===== config.mk =====
export PLATFORM = sky130hd
export DESIGN_NAME = mem_arbiter
export DESIGN_NICKNAME = d
export VERILOG_FILES = /design/src/rtl/mem_arbiter.sv
export SDC_FILE = /design/constraint.sdc
export NUM_CORES = 1
export LEC_CHECK = 0
export ABC_AREA = 1
export CAP_MARGIN = 10
export CORE_ASPECT_RATIO = 0.6
export CORE_MARGIN = 4
export CORE_UTILIZATION = 45
export DETAILED_ROUTE_END_ITERATION = 10
export GPL_TIMING_DRIVEN = 0
export PLACE_DENSITY = 0.88
export SLEW_MARGIN = 20
export SYNTH_ARGS = -nofsm -noshare
export SYNTH_HDL_FRONTEND = slang
export SYNTH_SLANG_ARGS = --single-unit

===== constraint.sdc =====
create_clock -name clk -period 2.29 [get_ports clk]
set_clock_uncertainty 0.05 [all_clocks]
set_input_delay 0.229 -clock clk [delete_from_list [all_inputs] [get_ports clk]]
set_output_delay 0.229 -clock clk [all_outputs]
set_load 0.02 [all_outputs]

===== src/rtl/mem_arbiter.sv =====
// mem_arbiter: serialises instruction fetch and load/store accesses onto one
// external Wishbone-style bus. Each requester gets read data plus a one-cycle
// ready pulse, and a watchdog terminates a transaction the slave never acks.
//
// Handshake: a requester raises x_req and holds it (and its address/data)
// stable until the cycle x_ready=1; the arbiter pulses x_ready for exactly one
// cycle per completed access. On the bus side, bus_stb/bus_cyc stay high with
// constant address/data until bus_ack=1 (or the watchdog fires), and then drop
// for at least one cycle before the next transaction starts.
module mem_arbiter #(
   parameter int          TIMEOUT  = 255,
   parameter logic [31:0] ERR_DATA = 32'hDEADBEEF
) (
   input  logic        clk,
   input  logic        rst,
   input  logic        if_req,
   input  logic [31:0] if_addr,
   output logic [31:0] if_rdata,
   output logic        if_ready,
   input  logic        mem_req,
   input  logic        mem_we,
   input  logic [3:0]  mem_sel,
   input  logic [31:0] mem_addr,
   input  logic [31:0] mem_wdata,
   output logic [31:0] mem_rdata,
   output logic        mem_ready,
   input  logic        flush,
   output logic        stallreq_if,
   output logic        stallreq_mem,
   output logic        bus_cyc,
   output logic        bus_stb,
   output logic        bus_we,
   output logic [3:0]  bus_sel,
   output logic [31:0] bus_adr,
   output logic [31:0] bus_dat_o,
   input  logic [31:0] bus_dat_i,
   input  logic        bus_ack,
   output logic        bus_err,
   output logic [1:0]  dbg_state
);

   typedef enum logic [1:0] {
      IDLE     = 2'd0,
      BUSY_IF  = 2'd1,
      BUSY_MEM = 2'd2
   } state_t;

   localparam logic [9:0] WD_LAST = 10'(TIMEOUT - 1);
   localparam logic [9:0] WD_MAX  = 10'h3FF;

   state_t     state;
   logic [9:0] wd_cnt;
   logic       discard;
   logic       if_elig;
   logic       mem_elig;
   logic       timeout_hit;
   logic       done;

   // A requester whose ready pulse is visible this cycle is consuming that
   // completion, so it must not be granted again off the same request.
   assign if_elig      = if_req & ~if_ready;
   assign mem_elig     = mem_req & ~mem_ready;
   assign stallreq_if  = if_req & ~if_ready;
   assign stallreq_mem = mem_req & ~mem_ready;

   // Ack wins over a simultaneous watchdog expiry.
   assign timeout_hit = (wd_cnt == WD_LAST);
   assign done        = bus_ack | timeout_hit;

   assign bus_stb   = bus_cyc;
   assign dbg_state = state;

   // Arbitration FSM with registered bus outputs, ready pulses and read data.
   always_ff @(posedge clk or negedge rst) begin
      if (!rst) begin
         state     <= IDLE;
         bus_cyc   <= 1'b0;
         bus_we    <= 1'b0;
         bus_sel   <= 4'h0;
         bus_adr   <= 32'h0;
         bus_dat_o <= 32'h0;
         if_ready  <= 1'b0;
         mem_ready <= 1'b0;
         bus_err   <= 1'b0;
         if_rdata  <= 32'h0;
         mem_rdata <= 32'h0;
         wd_cnt    <= 10'h0;
         discard   <= 1'b0;
      end else begin
         if_ready  <= 1'b0;
         mem_ready <= 1'b0;
         bus_err   <= 1'b0;
         case (state)
            IDLE: begin
               // MEM holds the older instruction, so it wins a tie.
               if (mem_elig) begin
                  bus_cyc   <= 1'b1;
                  bus_we    <= mem_we;
                  bus_sel   <= mem_sel;
                  bus_adr   <= mem_addr;
                  bus_dat_o <= mem_wdata;
                  wd_cnt    <= 10'h0;
                  discard   <= 1'b0;
                  state     <= BUSY_MEM;
               end else if (if_elig) begin
                  bus_cyc   <= 1'b1;
                  bus_we    <= 1'b0;
                  bus_sel   <= 4'hF;
                  bus_adr   <= if_addr;
                  bus_dat_o <= 32'h0;
                  wd_cnt    <= 10'h0;
                  discard   <= 1'b0;
                  state     <= BUSY_IF;
               end
            end
            BUSY_IF, BUSY_MEM: begin
               if (done) begin
                  bus_cyc <= 1'b0;
                  discard <= 1'b0;
                  bus_err <= ~bus_ack;
                  state   <= IDLE;
                  // A flushed access still completes on the bus but is
                  // invisible to the pipeline.
                  if (!(discard | flush)) begin
                     if (state == BUSY_IF) begin
                        if_ready <= 1'b1;
                        if_rdata <= bus_ack ? bus_dat_i : ERR_DATA;
                     end else begin
                        mem_ready <= 1'b1;
                        if (!bus_ack)
                           mem_rdata <= ERR_DATA;
                        else
                           mem_rdata <= bus_we ? 32'h0 : bus_dat_i;
                     end
                  end
               end else begin
                  if (wd_cnt != WD_MAX)
                     wd_cnt <= wd_cnt + 10'd1;
                  if (flush)
                     discard <= 1'b1;
               end
            end
            default: begin
               bus_cyc <= 1'b0;
               state   <= IDLE;
            end
         endcase
      end
   end

endmodule

==> impl_metrics.tcl <==
set metrics [dict create \
    io_pins 281 \
    vias 6381 \
    h-tree-depth 4 \
    slowest_stage "clkdlybuf4s50_1" \
    path_class "register to output port" \
    stdcell_count 1201 \
    syn-instance-count 696 \
    cts_made_buffers 17 \
    regToRegSetupSlack_ns 0.28 \
    cts_root_buffer "clkbuf_16" \
    die_h_um 102 \
    worst_setup_path_end_kind "output port" \
    yosys_register_bits 150 \
    worstPathRequired_ns 2.01 \
    max-slew-margin-rel_pct 54.9 \
    outcome "completed" \
    vias_per_cell 5.31 \
    remaining_drc_errors 0 \
    initial_utilization_pct 47.2 \
    max_freq_mhz 483 \
    ys_seq_area_share_pct 56.9 \
    cpPeakStageDelay_ns 0.63 \
    fin_nets 1139 \
    fin_crit_ns 2.07 \
    async_flop_share_pct 100 \
    io_buffers 279 \
    slew_viol_final 0 \
    clk_path_buf_depth 2 \
    tightestPinTransition_ns 0.676 \
    dp_hpwl_um 16200 \
    antenna_left 0 \
    num_rows 33 \
    p_leak_nw 4.55 \
    clkSlewWorstSetupHoldPaths_ns 0.06 \
    areaGrowthSynthToFinish_pct 55.4 \
    place_ws_ns -0.280 \
    avgSynthCellArea_sq_um 9.48 \
    crit_arrival_ns 1.79 \
    yosys_warnings 0 \
    critPathMaxFanout 10 \
    grt_pass1_wl_um 33100 \
    drtIter0Drc 482 \
    maxCapViolCount 0 \
    gp_congestion 0.861 \
    drt-wirelength-per-cell_um 18.1 \
    whs_endpoint "mem_rdata[22]" \
    synth_edf_count 0 \
    grtUsageTotal_pct 25.3 \
    yosys-top-cells-area "dfrtp_1, nand2_1, o21ai_2" \
    synth_ff_type "dfrtp_1" \
    hold_class "input port to register" \
    drt_first_pass_iters 5 \
    grt_max_degree 80 \
    num_antenna_cells 0 \
    synth_area_sq_um 6600 \
    clock_latency_ns 0.41 \
    power.density_nw_per_um2 1360 \
    irDropWorstVdd_mv 0.680 \
    setup_ws_ns 0.218 \
    placed_cells 1168 \
    worstHoldStart "bus_ack" \
    die_w_um 164 \
    worstRegToRegCells 6 \
    overflow 0 \
    fin_crit_sh_pct 90.5 \
    setup.worst_path.start_class "register" \
    clkSinkCount 150 \
    hold_viol 0 \
    grt_pass1_vias 6171 \
    synth_top_area_share_pct 56.9 \
    r2r_end "bus_dat_o[12]" \
    cts_tree "yes" \
    wl_um 21700 \
    crit_chain "inv_1 -> nand2_2 -> clkinvlp_4 -> clkdlybuf4s50_1" \
    ys_types 29 \
    coreArea_sq_um 14000 \
    drive_gt1_share_pct 11.1 \
    synth_nets 839 \
    antenna_found_initial 0 \
    rr_startpoint "dbg_state[0]" \
    worstHoldPathCells 3 \
    synth_top_cell_by_area "dfrtp_1" \
    rsz0062_at_grt "false" \
    die_area_sq_um 16700 \
    setup_viol_count_final 0 \
]
## kinds of logic after synthesis
family,Yosys count,synth area share [%]
adder cells (fa/ha/maj),4,0.758
AO/OA/AOI/OAI,165,17.9
buffers and inverters,72,5.67
AND/OR/NAND/NOR,305,18.9
flip-flops,150,56.9
## stage by stage
step / power (mW) / area (sq um) / utilization (%) / TNS (ns) / hold WS, ns
after floorplan: 7.86 / 6600 / - / 0 / -0.117
after global placement: 11.0 / 9630 / 68.8 / -760.43 / 0.413
after detailed placement: 11.2 / 9670 / 69.1 / -0.280 / 0.196
after CTS: 14.0 / 10300 / 73.3 / 0 / 0.157
after global routing: 14.6 / 10300 / 73.3 / 0 / 0.169
final: 13.9 / 10300 / 73.3 / 0 / 0.172
## sequential cells by signal (all words and copies together), names as in the netlist
register,cells
if_rdata,32
bus_err,1
bus_cyc,1
bus_sel,4
mem_rdata,32
dbg_state,2
bus_dat_o,32
bus_adr,32
bus_we,1
discard,1
wd_cnt,10
mem_ready,1
if_ready,1
## cell usage after synthesis (2+ instances only)
cell and n:
a21oi_1 25, a22o_1 32, a31oi_1 32, buf_1 3, buf_2 8, buf_6 12, clkbuf_1 22, dfrtp_1 150
ha_1 4, inv_1 25, nand2_1 190, nand2_2 3, nand3_1 26, nand3_2 2, nor2_1 75, nor3_1 2
nor3b_1 2, o21ai_0 6, o21ai_1 18, o21ai_2 46, o21bai_1 2, o22a_1 4
## power by group
part | total [mW] | switching [mW] | internal, mW | leakage (nW)
Combinational | 6.78 | 3.73 | 3.05 | 2.41
Sequential | 4.41 | 0.655 | 3.76 | 1.86
Clock | 2.70 | 1.17 | 1.53 | 0.272
## how the worst max path moves through the flow
stage,cells past startpoint,end,from
finish,4,stallreq_mem,mem_ready
floorplan,7,wd_cnt[8],dbg_state[0]
detailed placement,5,stallreq_mem,mem_req
CTS,4,stallreq_mem,mem_ready
global route,4,stallreq_mem,mem_ready
global placement,1,bus_dat_o[7],rst
## final cells by class
type | count | area (sq um)
clock buffer | 18 | 429
clock inverter | 14 | 141
inverter | 26 | 101
timing repair buffer | 282 | 2840
tap | 192 | 240
multi-input combinational | 474 | 2480
sequential | 150 | 3750
buffer | 45 | 273
fill | 1011 | 3740
## worst max-delay path, delay by kind of cell, from the launching register on
kind | cells | cell delay, ns
and+or+nand+nor | 1 | 0.15
buffers and inverters | 3 | 0.86
DFF | 1 | 0.38
## cell usage in the layout, fill, tap and decap left out, types with 2 or more instances in the layout
master           netlist  final
o21ai_2               46     46
a31oi_1               32     32
nand3_1               26     26
buf_6                 12     12
nand2_1              190    189
ha_1                   4      4
nor2_1                75     75
buf_1                  3      2
o21ai_0                6      6
o21ai_1               18     18
a21oi_1               25     25
dfrtp_1              150    150
a22o_1                32     32
o22a_1                 4      4
clkdlybuf4s50_1        0    278
nand3_2                2      2
clkbuf_1              22     23
nand2_2                3      4
inv_1                 25     24
o21bai_1               2      2
clkinv_4               0      3
inv_6                  0      4
clkinvlp_4             0      4
buf_2                  8      8
inv_8                  0      2
buf_4                  1      2
nor3_1                 2      2
clkbuf_16              0     17
nor3b_1                2      2
## routing by layer
| layer | part of all wire [%] | global-route usage, % | vias up |
|---|---|---|---|
| li1 | - | - | 2932 |
| met1 | 41 | 33.8 | 3076 |
| met2 | 47 | 40.6 | 335 |
| met3 | 9.2 | 7.70 | 38 |
| met4 | 2.3 | 7.54 | 0 |
| met5 | 0 | 0 | - |
## repair_timing
item | 4_1_cts | 5_1_grt
pin swaps | 0 | 0
hold endpoints to repair | 78 | 0
resized for setup | 1 | 1
hold buffers | 1 | 0
endpoints found under the setup margin | 1 | 1
buffers inserted | 1 | 0
No activity file was read; power rests on OpenSTA's default activity.
